$ cat src/rtl/axi_lite_pkg.sv
// Shared types and constants for the AXI4-Lite register master.
// Response codes follow the AXI encoding; RESP_TIMEOUT deliberately reuses
// the DECERR code, so a timeout and a decode error look alike to the user.
package axi_lite_pkg;

    typedef enum logic [2:0] {
        IDLE    = 3'd0,
        WR_REQ  = 3'd1,
        WR_RESP = 3'd2,
        RD_REQ  = 3'd3,
        RD_RESP = 3'd4,
        DONE    = 3'd5
    } state_e;

    typedef logic [1:0] resp_t;

    localparam resp_t RESP_OKAY    = 2'b00;
    localparam resp_t RESP_SLVERR  = 2'b10;
    localparam resp_t RESP_DECERR  = 2'b11;
    localparam resp_t RESP_TIMEOUT = 2'b11;

    // True while a transaction is waiting on the AXI slave.
    function automatic logic is_busy(input state_e s);
        return (s == WR_REQ) || (s == WR_RESP) || (s == RD_REQ) || (s == RD_RESP);
    endfunction

endpackage

$ cat src/rtl/axi_lite_reg_master.sv
// Single-outstanding AXI4-Lite master: turns one command (read or write)
// into one AXI transaction and returns one response.
// Optional watchdog: define AXI_LITE_MASTER_TIMEOUT_EN to abort a stalled
// transaction after TIMEOUT_CYCLES busy cycles with rsp_err = 2'b11.
module axi_lite_reg_master
    import axi_lite_pkg::*;
#(
    parameter int AXI_ADDR_WIDTH = 32,
    parameter int AXI_DATA_WIDTH = 32,
    parameter int TIMEOUT_CYCLES = 1024
) (
    input  logic                      m00_axi_aclk,
    input  logic                      m00_axi_areset,
    // command / response side
    input  logic                      cmd_valid,
    output logic                      cmd_ready,
    input  logic                      cmd_write,
    input  logic [AXI_ADDR_WIDTH-1:0] cmd_addr,
    input  logic [AXI_DATA_WIDTH-1:0] cmd_wdata,
    output logic                      rsp_valid,
    input  logic                      rsp_ready,
    output logic [AXI_DATA_WIDTH-1:0] rsp_rdata,
    output logic [1:0]                rsp_err,
    // AXI4-Lite master port
    output logic [AXI_ADDR_WIDTH-1:0] m00_axi_awaddr,
    output logic                      m00_axi_awvalid,
    input  logic                      m00_axi_awready,
    output logic [AXI_DATA_WIDTH-1:0] m00_axi_wdata,
    output logic                      m00_axi_wvalid,
    input  logic                      m00_axi_wready,
    input  logic [1:0]                m00_axi_bresp,
    input  logic                      m00_axi_bvalid,
    output logic                      m00_axi_bready,
    output logic [AXI_ADDR_WIDTH-1:0] m00_axi_araddr,
    output logic                      m00_axi_arvalid,
    input  logic                      m00_axi_arready,
    input  logic [AXI_DATA_WIDTH-1:0] m00_axi_rdata,
    input  logic [1:0]                m00_axi_rresp,
    input  logic                      m00_axi_rvalid,
    output logic                      m00_axi_rready
);

    if (TIMEOUT_CYCLES < 2) begin : g_bad_timeout
        $error("TIMEOUT_CYCLES must be at least 2");
    end

    state_e                    state_q, state_d;
    logic                      cmd_ready_q, cmd_ready_d;
    logic                      rsp_valid_q, rsp_valid_d;
    logic [AXI_DATA_WIDTH-1:0] rsp_rdata_q, rsp_rdata_d;
    resp_t                     rsp_err_q, rsp_err_d;
    logic [AXI_ADDR_WIDTH-1:0] awaddr_q, awaddr_d;
    logic                      awvalid_q, awvalid_d;
    logic [AXI_DATA_WIDTH-1:0] wdata_q, wdata_d;
    logic                      wvalid_q, wvalid_d;
    logic                      bready_q, bready_d;
    logic [AXI_ADDR_WIDTH-1:0] araddr_q, araddr_d;
    logic                      arvalid_q, arvalid_d;
    logic                      rready_q, rready_d;

`ifdef AXI_LITE_MASTER_TIMEOUT_EN
    localparam int TO_W = $clog2(TIMEOUT_CYCLES);
    localparam logic [TO_W-1:0] TO_LAST = TO_W'(TIMEOUT_CYCLES - 1);
    logic [TO_W-1:0] to_cnt_q, to_cnt_d;
`endif

    // Next-state and next-output logic for the transaction sequencer.
    always_comb begin
        // NOTE: every signal gets its hold value first so no path through the case infers a latch.
        state_d     = state_q;
        rsp_valid_d = rsp_valid_q;
        rsp_rdata_d = rsp_rdata_q;
        rsp_err_d   = rsp_err_q;
        awaddr_d    = awaddr_q;
        awvalid_d   = awvalid_q;
        wdata_d     = wdata_q;
        wvalid_d    = wvalid_q;
        bready_d    = bready_q;
        araddr_d    = araddr_q;
        arvalid_d   = arvalid_q;
        rready_d    = rready_q;

        unique case (state_q)
            IDLE: begin
                if (cmd_valid && cmd_ready_q) begin
                    if (cmd_write) begin
                        state_d   = WR_REQ;
                        awaddr_d  = cmd_addr;
                        wdata_d   = cmd_wdata;
                        awvalid_d = 1'b1;
                        wvalid_d  = 1'b1;
                    end else begin
                        state_d   = RD_REQ;
                        araddr_d  = cmd_addr;
                        arvalid_d = 1'b1;
                    end
                end
            end
            WR_REQ: begin
                // AW and W complete independently; each valid drops after its own handshake.
                if (awvalid_q && m00_axi_awready) awvalid_d = 1'b0;
                if (wvalid_q && m00_axi_wready)   wvalid_d  = 1'b0;
                if (!awvalid_d && !wvalid_d) begin
                    state_d  = WR_RESP;
                    bready_d = 1'b1;
                end
            end
            WR_RESP: begin
                if (m00_axi_bvalid) begin
                    state_d     = DONE;
                    bready_d    = 1'b0;
                    rsp_valid_d = 1'b1;
                    rsp_rdata_d = '0;
                    rsp_err_d   = m00_axi_bresp;
                end
            end
            RD_REQ: begin
                if (m00_axi_arready) begin
                    state_d   = RD_RESP;
                    arvalid_d = 1'b0;
                    rready_d  = 1'b1;
                end
            end
            RD_RESP: begin
                if (m00_axi_rvalid) begin
                    state_d     = DONE;
                    rready_d    = 1'b0;
                    rsp_valid_d = 1'b1;
                    rsp_rdata_d = m00_axi_rdata;
                    rsp_err_d   = m00_axi_rresp;
                end
            end
            DONE: begin
                if (rsp_ready) begin
                    state_d     = IDLE;
                    rsp_valid_d = 1'b0;
                end
            end
            default: state_d = IDLE;
        endcase

`ifdef AXI_LITE_MASTER_TIMEOUT_EN
        // Watchdog: a real completion in the final cycle still wins over the timeout.
        to_cnt_d = '0;
        if (is_busy(state_q)) begin
            to_cnt_d = to_cnt_q + TO_W'(1);
            if (state_d != DONE && to_cnt_q == TO_LAST) begin
                state_d     = DONE;
                awvalid_d   = 1'b0;
                wvalid_d    = 1'b0;
                bready_d    = 1'b0;
                arvalid_d   = 1'b0;
                rready_d    = 1'b0;
                rsp_valid_d = 1'b1;
                rsp_rdata_d = '0;
                rsp_err_d   = RESP_TIMEOUT;
            end
        end
`endif

        cmd_ready_d = (state_d == IDLE);
    end

    // State and registered outputs; reset abandons any transaction in flight.
    always_ff @(posedge m00_axi_aclk or posedge m00_axi_areset) begin
        if (m00_axi_areset) begin
            state_q     <= IDLE;
            cmd_ready_q <= 1'b0;
            rsp_valid_q <= 1'b0;
            rsp_rdata_q <= '0;
            rsp_err_q   <= RESP_OKAY;
            awaddr_q    <= '0;
            awvalid_q   <= 1'b0;
            wdata_q     <= '0;
            wvalid_q    <= 1'b0;
            bready_q    <= 1'b0;
            araddr_q    <= '0;
            arvalid_q   <= 1'b0;
            rready_q    <= 1'b0;
`ifdef AXI_LITE_MASTER_TIMEOUT_EN
            to_cnt_q    <= '0;
`endif
        end else begin
            // NOTE: non-blocking assignments so every flop samples pre-edge values.
            state_q     <= state_d;
            cmd_ready_q <= cmd_ready_d;
            rsp_valid_q <= rsp_valid_d;
            rsp_rdata_q <= rsp_rdata_d;
            rsp_err_q   <= rsp_err_d;
            awaddr_q    <= awaddr_d;
            awvalid_q   <= awvalid_d;
            wdata_q     <= wdata_d;
            wvalid_q    <= wvalid_d;
            bready_q    <= bready_d;
            araddr_q    <= araddr_d;
            arvalid_q   <= arvalid_d;
            rready_q    <= rready_d;
`ifdef AXI_LITE_MASTER_TIMEOUT_EN
            to_cnt_q    <= to_cnt_d;
`endif
        end
    end

    assign cmd_ready       = cmd_ready_q;
    assign rsp_valid       = rsp_valid_q;
    assign rsp_rdata       = rsp_rdata_q;
    assign rsp_err         = rsp_err_q;
    assign m00_axi_awaddr  = awaddr_q;
    assign m00_axi_awvalid = awvalid_q;
    assign m00_axi_wdata   = wdata_q;
    assign m00_axi_wvalid  = wvalid_q;
    assign m00_axi_bready  = bready_q;
    assign m00_axi_araddr  = araddr_q;
    assign m00_axi_arvalid = arvalid_q;
    assign m00_axi_rready  = rready_q;

endmodule
$ cat config.mk
export PLATFORM = sky130hd
export DESIGN_NAME = axi_lite_reg_master
export DESIGN_NICKNAME = d
export VERILOG_FILES = /design/src/rtl/axi_lite_pkg.sv /design/src/rtl/axi_lite_reg_master.sv
export SDC_FILE = /design/constraint.sdc
export NUM_CORES = 1
export LEC_CHECK = 0
export BUFFER_PORTS_ARGS = -buffer_cell sky130_fd_sc_hd__buf_2
export CORE_AREA = 2 2 121 123
export CTS_CLUSTER_SIZE = 16
export DETAILED_ROUTE_END_ITERATION = 8
export DIE_AREA = 0 0 123 125
export PLACE_DENSITY = 0.7
export SLEW_MARGIN = 20
export SYNTH_ARGS = -nofsm -noshare
export SYNTH_HDL_FRONTEND = slang
export SYNTH_SLANG_ARGS = --single-unit
$ cat constraint.sdc
create_clock -name m00_axi_aclk -period 12.1 [get_ports m00_axi_aclk]
set_input_delay 0.605 -clock m00_axi_aclk [delete_from_list [all_inputs] [get_ports m00_axi_aclk]]
set_output_delay 0.605 -clock m00_axi_aclk [all_outputs]
set_load 0.02 [all_outputs]
==> Word level (Yosys, flattened, before mapping) <==
Cells that the tools add are included.
Widths: inputs -> output; s select.
{ "totals": {"ff_bits": 140, "inputBits": 110, "word_cells": 85} }
{ "op_classes": {"eq_ne": 13, "mux": 36, "n_bitwise": 1, "reduce_logical": 22} }
{ "op_table": {"columns": ["cell", "n"], "rows": [
  ["$mux 32", 2],
  ["$pmux 32 s2", 1],
  ["$mux 3", 6],
  ["$pmux 3 s6", 1],
  ["$reduce_and 3->1", 6],
  ["$mux 1", 16],
  ["$ne 2x2->1 const B", 8],
  ["$pmux 1 s2", 5],
  ["$reduce_bool 2->1", 5],
  ["$reduce_and 4->1", 2],
  ["$eq 3x2->1 const B", 2],
  ["$eq 3x3->1 const B", 2],
  ["$logic_not 3->1", 2],
  ["$mux 2", 3],
  ["$logic_and 1x1->1", 4],
  ["$pmux 2 s2", 1],
  ["$eq 3x1->1 const B", 1],
  ["$pmux 1 s3", 1],
  ["$reduce_bool 3->1", 1],
  ["$logic_not 1->1", 2],
  ["$not 1->1", 1]
]} }

==> Longest topological paths before layout <==
Gate-level depths: netlist of run 1.
{ "depth": {"depth_word": 8, "mapped_depth": 6, "mapped_depth_nobuf": 4} }

==> Least setup slack after synthesis of run 1 <==
No wires, ideal clock.
{ "synth_timing": {"kind": "reg2reg", "startpoint": "register state_q[2]", "endpoint": "register awaddr_q[0], in the netlist m00_axi_awaddr[0]", "arrival_time_ns": 1.754, "path_slack_ns": 10.221, "stages_incl_launch_ff": 6, "path_buffers": 1, "period_less_slack_ns": 1.879, "path_cell_list": "dfrtp_1 -> nor2_1 -> nand4_1 -> nor2_2 -> buf_4 -> mux2_2"} }
{ "synth_between": {"elab_chain_len": 2} }
{ "synth_lines": {"columns": ["item", "line_no", "source"], "rows": [
  ["start: declaration", "axi_lite_reg_master.sv:47", "state_e state_q, state_d;"],
  ["start signal: assignment", "axi_lite_reg_master.sv:185", "state_q <= state_d;"],
  ["$logic_not 3->1", "axi_lite_reg_master.sv:83", "unique case (state_q)"],
  ["$reduce_and 3->1 (no source line)", null, null],
  ["end signal: assignment", "axi_lite_reg_master.sv:190", "awaddr_q <= awaddr_d;"],
  ["end: declaration", "axi_lite_reg_master.sv:52", "logic [AXI_ADDR_WIDTH-1:0] awaddr_q, awaddr_d;"]
]} }
No other way between the ends.
A chain may end at the register's enable or synchronous reset.

==> Final worst setup path of run 1 <==
{ "layout_timing": {"startpoint": "register state_q[2]", "endpoint": "register wdata_q[5], in the netlist m00_axi_wdata[5]"} }
{ "layout_between": {"elab_chain_len": 2} }
{ "layout_lines": {"columns": ["item", "line_no", "source"], "rows": [
  ["$logic_not 3->1", "axi_lite_reg_master.sv:83", null],
  ["$reduce_and 3->1 (no source line)", null, null],
  ["end signal: assignment", "axi_lite_reg_master.sv:192", "wdata_q <= wdata_d;"],
  ["end: declaration", "axi_lite_reg_master.sv:54", "logic [AXI_DATA_WIDTH-1:0] wdata_q, wdata_d;"]
]} }
No other way between the ends.

==> results of run 1 <==
## sequential cells by signal (all words and copies together), names as in the netlist, 2 cells and up
register / count
m00_axi_araddr: 32
m00_axi_awaddr: 32
m00_axi_wdata: 32
rsp_err: 2
rsp_rdata: 32
state_q: 3
## area by class of cell
| cell class | count | area (um^2) | area share, % |
|---|---|---|---|
| inverter | 36 | 140.1 | 1.857 |
| tap | 184 | 230.2 | 3.051 |
| timing repair buffer | 250 | 1265 | 16.76 |
| sequential | 140 | 3503 | 46.43 |
| clock buffer | 22 | 494.2 | 6.549 |
| clock inverter | 10 | 136.4 | 1.807 |
| multi-input combinational | 217 | 1777 | 23.54 |
## how the worst max path moves through the flow
stage                                          to                 start
floorplan                     cmd_ready$_DFF_PP0_        m00_axi_areset
global placement    m00_axi_wdata[13]$_DFFE_PP0P_  state_q[2]$_DFF_PP0_
detailed placement   m00_axi_wdata[9]$_DFFE_PP0P_  state_q[2]$_DFF_PP0_
CTS                  m00_axi_wdata[5]$_DFFE_PP0P_  state_q[2]$_DFF_PP0_
global route         m00_axi_wdata[5]$_DFFE_PP0P_  state_q[2]$_DFF_PP0_
finish               m00_axi_wdata[5]$_DFFE_PP0P_  state_q[2]$_DFF_PP0_
## power by group through the flow
stage	combinational, mW	sequential, mW	clock [mW]
floorplan	0.336	1.09	0
global placement	0.891	0.817	0
detailed placement	0.912	0.828	0
CTS	0.913	0.823	0.557
global route	0.975	0.852	0.577
finish	0.903	0.821	0.541
## routing by layer
metal / global-route usage, % / up-vias
li1: - / 1929
met1: 21.87 / 1954
met2: 28.08 / 168
met3: 4.608 / 23
met4: 8.356 / 0
met5: 0 / -
## cells by family after synthesis
group                     after synthesis
buffers and inverters                  59
AOI/OAI and AO/OA                      49
DFF                                   140
and+or+nand+nor                        67
xor gates and xnor gates                1
muxes                                 100
## through the flow
stage	worst slack (ps)	util [%]	total power, mW	hold WS (ps)
after floorplan	7742	-	1.424	579.7
after global placement	9304	48.65	1.708	461.8
after detailed placement	9166	48.66	1.740	488.1
after CTS	9154	53.10	2.293	236.1
after global routing	8933	53.13	2.405	270.5
final	9188	53.13	2.265	236.3
## critical path: stages (launching register included)
cell     delay, ps
dfrtp_1        550
nor2_1         310
nand4_1        240
nor2_4         720
buf_4          540
mux2_2         400
## layout by cell type, fill, tap and decap left out, types with 4 or more instances in the layout
cell | Yosys | layout
nand3_1 | 33 | 33
buf_2 | 6 | 246
mux2i_1 | 4 | 4
clkbuf_16 | 0 | 17
nor2b_1 | 4 | 4
inv_1 | 36 | 35
mux2_2 | 96 | 96
nand2_1 | 12 | 12
dfrtp_1 | 140 | 140
clkbuf_8 | 0 | 5
o21ai_0 | 33 | 33
nor2_1 | 7 | 7
==> results.cfg, run 1 <==
[synthesis]
yosysUniqueCellTypes = 33
synth_edf_count = 0
yosys.area_share.simple_pct = 6.050
synthTopCellsByArea = dfrtp_1 63%, mux2_2 19%, nand3_1 3.0%
synthCells = 416
yosys-top-cells-count = 140 x dfrtp_1, 96 x mux2_2, 36 x inv_1, 33 x nand3_1, 33 x o21ai_0
synth_top_family_by_area = multiplexers
synth_seq_area_share_pct = 62.98
netlist_area_um2 = 5563
synthAdderAreaFrac_pct = 0
ys.flop_type = dfrtp_1
yosys.area.top_type_share_pct = 62.98
synth_compound_area_share_pct = 5.466
synthXorXnorAreaFrac_pct = 0.1574
avgSynthCellArea_um2 = 13.37
synth_top_cell_by_area = dfrtp_1
synthMuxAreaShare_pct = 20.15
synth_fp_nets = 526
synthArstFlopShare_pct = 100.0
ys_seq_elements = 140
synth.most_common_cell = dfrtp_1
yosysWarnings = 0

[pwr]
clkPwrFrac_pct = 23.9
intPower_mw = 1.396
p_seq_share_pct = 36.2
p_comb_share_pct = 39.9
leakagePower_nw = 3.737
switching_share_pct = 38.35
p_per_area_nw_per_um2 = 300.1
switchingPower_mw = 0.8685
vdd_drop_max_v = 0.0001702

[global_route]
grt_max_degree = 87
grt_usage_pct = 17.48
antenna_found_initial = 0
overflow = 0
grt_pass1_wl_mm = 21.12
grt_pass1_vias = 4243

[cts]
hold_buffers = 0
cts_max_level = 4
cts_tree = built
cts_resized = 0
cts.sinks = 140
cts_max_path_buffers = 2
clock_latency_ps = 410
cts-root-buf = clkbuf_16
cts_made_buffers = 17
cts.clk_slew.worst_paths_ps = 60
cts_setup_buffers = 0

[timing]
finClkSkew_ps = 8.432
period_needed_ps = 2912
finalSetupViolCount = 0
rsz0062_at_grt = false
period_share_pct = 24.07
drv_slew = 0
max_slew_margin_pct = 41.87
tightest_slew_ps = 869.9
hold_violations = 0
max_freq_mhz = 343.4
tns_ps = 0

[worst_setup_path]
cp-end-kind = register
cp_data_required_time_ps = 12380
cp.arrival_ps = 3200
critPathLaunchType = register
worst_r2r_startpoint = state_q[2]$_DFF_PP0_
crit_fanout = 35
crit_type = reg2reg
reg2reg_to = m00_axi_wdata[5]$_DFFE_PP0P_
r2r_slack_ps = 9190
reg2regPathDepth = 5

[detailed_routing]
top_layer = met4
drc_errors = 0
firstDrtPassIters = 4
dr_wl_met2_mm = 6.322
avgViaCountPerCell = 4.743
routed_wirelength_mm = 12.98
m1WireLength_mm = 5.407
met3WireLength_um = 942
ant_nets = 0
routedWlPerCell_um = 15.12
drtIter0Drc = 202
vias = 4074

[min_path]
min_path_type = in2async

[outcome]
status = finished clean

[floorplanning]
start_util_pct = 39.16
dieArea_um2 = 15380
die_y_um = 125
fp.dieW_um = 123
rows = 44
ioPinCount = 247
core-area_um2 = 14200

[job]
drv_cap = 0

[finish]
final_cells = 859
nets = 772
diodes = 0
post-route-cell-area_um2 = 7546
nFillCells = 1230
syn_to_final_growth_pct = 35.65
drive_gt1_share_pct = 57.04

[place]
hpwlAfterDp_mm = 9.224
dpl-instance-area_um2 = 6912
io_buffer_count = 246
placed_cells = 827
gp_congestion = 0.8476
Power figures use the tool's default switching activity.
==> run 2: changes to the inputs <==
==> constraint.sdc (replaced) <==
create_clock -name m00_axi_aclk -period 2.9 [get_ports m00_axi_aclk]
set_input_delay 0.145 -clock m00_axi_aclk [delete_from_list [all_inputs] [get_ports m00_axi_aclk]]
set_output_delay 0.145 -clock m00_axi_aclk [all_outputs]
set_load 0.02 [all_outputs]
==> run 2 against run 1 <==
  * Cell count up 12%
  * Power rose to 4.2 times the previous value
  * Combinational power rose to 4.4 times the previous value
  * Worst setup slack worse by 8500 ps
  * Fmax up 33%
  * Clock power rose to 3.9 times the previous value
  * Wire length up 13%
  * First-iteration DRC count up 38%
  * Clock skew up 2.2 ps
  * Hold slack worse by 190 ps
  * Critical path depth unchanged
  * Critical endpoint is now m00_axi_wdata[21]$_DFFE_PP0P_
  * Highest routed layer unchanged
==> results.cfg, run 2 (synthesis results as in run 1) <==
[cts]
cts-root-buf = clkbuf_16
cts_tree = built
cts_made_buffers = 17
clock_latency_ps = 410
cts.sinks = 140
cts_max_level = 4
cts.clk_slew.worst_paths_ps = 60
cts_max_path_buffers = 2

[timing]
drv_slew = 0
hold_violations = 0
finalSetupViolCount = 0
period_share_pct = 75.43
tns_ps = 0
max_slew_margin_pct = 62.76
tightest_slew_ps = 544.5
max_freq_mhz = 457.1
rsz0062_at_grt = false
finClkSkew_ps = 10.63
period_needed_ps = 2188

[detailed_routing]
routed_wirelength_mm = 14.62
drtIter0Drc = 279
firstDrtPassIters = 5
avgViaCountPerCell = 4.785
ant_nets = 0
vias = 4589
routedWlPerCell_um = 15.25
drc_errors = 0

[place]
placed_cells = 831
io_buffer_count = 246
hpwlAfterDp_mm = 9.614
gp_congestion = 0.8597

[global_route]
grt_usage_pct = 19.07
antenna_found_initial = 0
grt_max_degree = 80
grt_pass1_vias = 4700
grt_pass1_wl_mm = 22.94
overflow = 0

[finish]
final_common_cell = buf_2
layout_common_cells = 246 x buf_2, 140 x dfrtp_1, 97 x dlygate4sd3_1, 96 x mux2_2, 35 x inv_1
diodes = 0
syn_to_final_growth_pct = 52.92
drive_gt1_share_pct = 49.94
final_cells = 959
nets = 873

[worst_setup_path]
max_stage_delay_ps = 550
cp-end-kind = register
path_cells = nor2_1 -> nand4_1 -> nor2_4 -> buf_4 -> mux2_2
crit_type = reg2reg
r2r_slack_ps = 710
cp_data_required_time_ps = 3190
critPathLaunchType = register
slowest_stage = dfrtp_1
cp.arrival_ps = 2480
crit_fanout = 35

[pwr]
p_comb_share_pct = 41.5
switchingPower_mw = 3.715
p_per_area_nw_per_um2 = 1116
leakagePower_nw = 4.144
power_mw = 9.498
intPower_mw = 5.783
switching_share_pct = 39.11
vdd_drop_max_v = 0.0005558
clkPwrFrac_pct = 22.4
p_seq_share_pct = 36.1

[job]
drv_cap = 0

[floorplanning]
rows = 44
ioPinCount = 247
core-area_um2 = 14200
die_y_um = 125
fp.dieW_um = 123
start_util_pct = 39.16
dieArea_um2 = 15380

[min_path]
min_path_type = in2reg

[outcome]
status = finished clean
[run 2: cell types whose count changed in the layout (fill, tap and decap cells not counted)]
cell / change
and2_2: -1
clkbuf_8: -2
and2_1: +1
buf_6: -1
buf_12: +1
clkinv_2: +2
buf_4: +4
bufinv_16: -1
dlygate4sd3_1: +97
[run 2: timing repair]
| item | in CTS | in global routing |
|---|---|---|
| gates resized for setup | 0 | 0 |
| endpoints found under the setup margin | 0 | 0 |
| hold buffers | 97 | 0 |
| setup buffers | 0 | 0 |
| endpoints found under the hold margin | 149 | 0 |
[run 2: final timing paths]
| path | from | to | cells past startpoint |
|---|---|---|---|
| worst max register to register | state_q[2]$_DFF_PP0_ | m00_axi_wdata[21]$_DFFE_PP0P_ | 5 |
| worst max-delay path | state_q[2]$_DFF_PP0_ | m00_axi_wdata[21]$_DFFE_PP0P_ | 5 |
| min in group asynchronous | m00_axi_areset | rsp_rdata[0]$_DFFE_PP0P_ | 3 |
| worst min-delay path | m00_axi_bresp[0] | rsp_err[0]$_DFFE_PP0P_ | 3 |
| max in group asynchronous | m00_axi_areset | m00_axi_awaddr[1]$_DFFE_PP0P_ | 4 |
| worst min register to register | m00_axi_arvalid$_DFFE_PP0P_ | m00_axi_arvalid$_DFFE_PP0P_ | 2 |
[run 2: area by class of cell]
cell class,count,area [um^2]
Sequential cell,140,3503
Clock inverter,11,117.6
Multi-Input combinational cell,217,1775
Fill cell,1128,5697
Timing Repair Buffer,351,2275
Clock buffer,20,466.7
Inverter,36,138.9
Tap cell,184,230.2
[run 2: layer usage]
layer	vias up	part of all wire, %	global-route usage, %
met5	-	0	0
met4	0	3.3	9.960
met3	40	7.1	4.608
met2	207	50	32.24
met1	2215	39	22.26
li1	2127	-	-
[run 2: metrics by stage]
step                util (%)  setup WS, ps  hold slack, ps  area (um^2)
finish                 59.89         712.4           41.30         8507
global route           59.89         533.9           42.61         8507
CTS                    59.89         712.7           21.82         8507
detailed placement     48.94         727.7           212.4         6952
global placement       48.94         819.2           193.8         6952
floorplan                  -          1006           283.5         5567
[run 2: power by group through the flow]
stage | registers [mW] | logic, mW | clock network, mW
finish | 3.43 | 3.94 | 2.13
global route | 3.55 | 4.21 | 2.26
CTS | 3.42 | 3.94 | 2.18
detailed placement | 3.45 | 3.83 | 0
global placement | 3.39 | 3.73 | 0
floorplan | 4.54 | 1.40 | 0
[run 2: critical path, delay by kind of cell, from the launching register on]
family	cells	cell delay [ps]
buffers and inverters	1	400
DFF	1	550
muxes	1	400
and+or+nand+nor	3	670
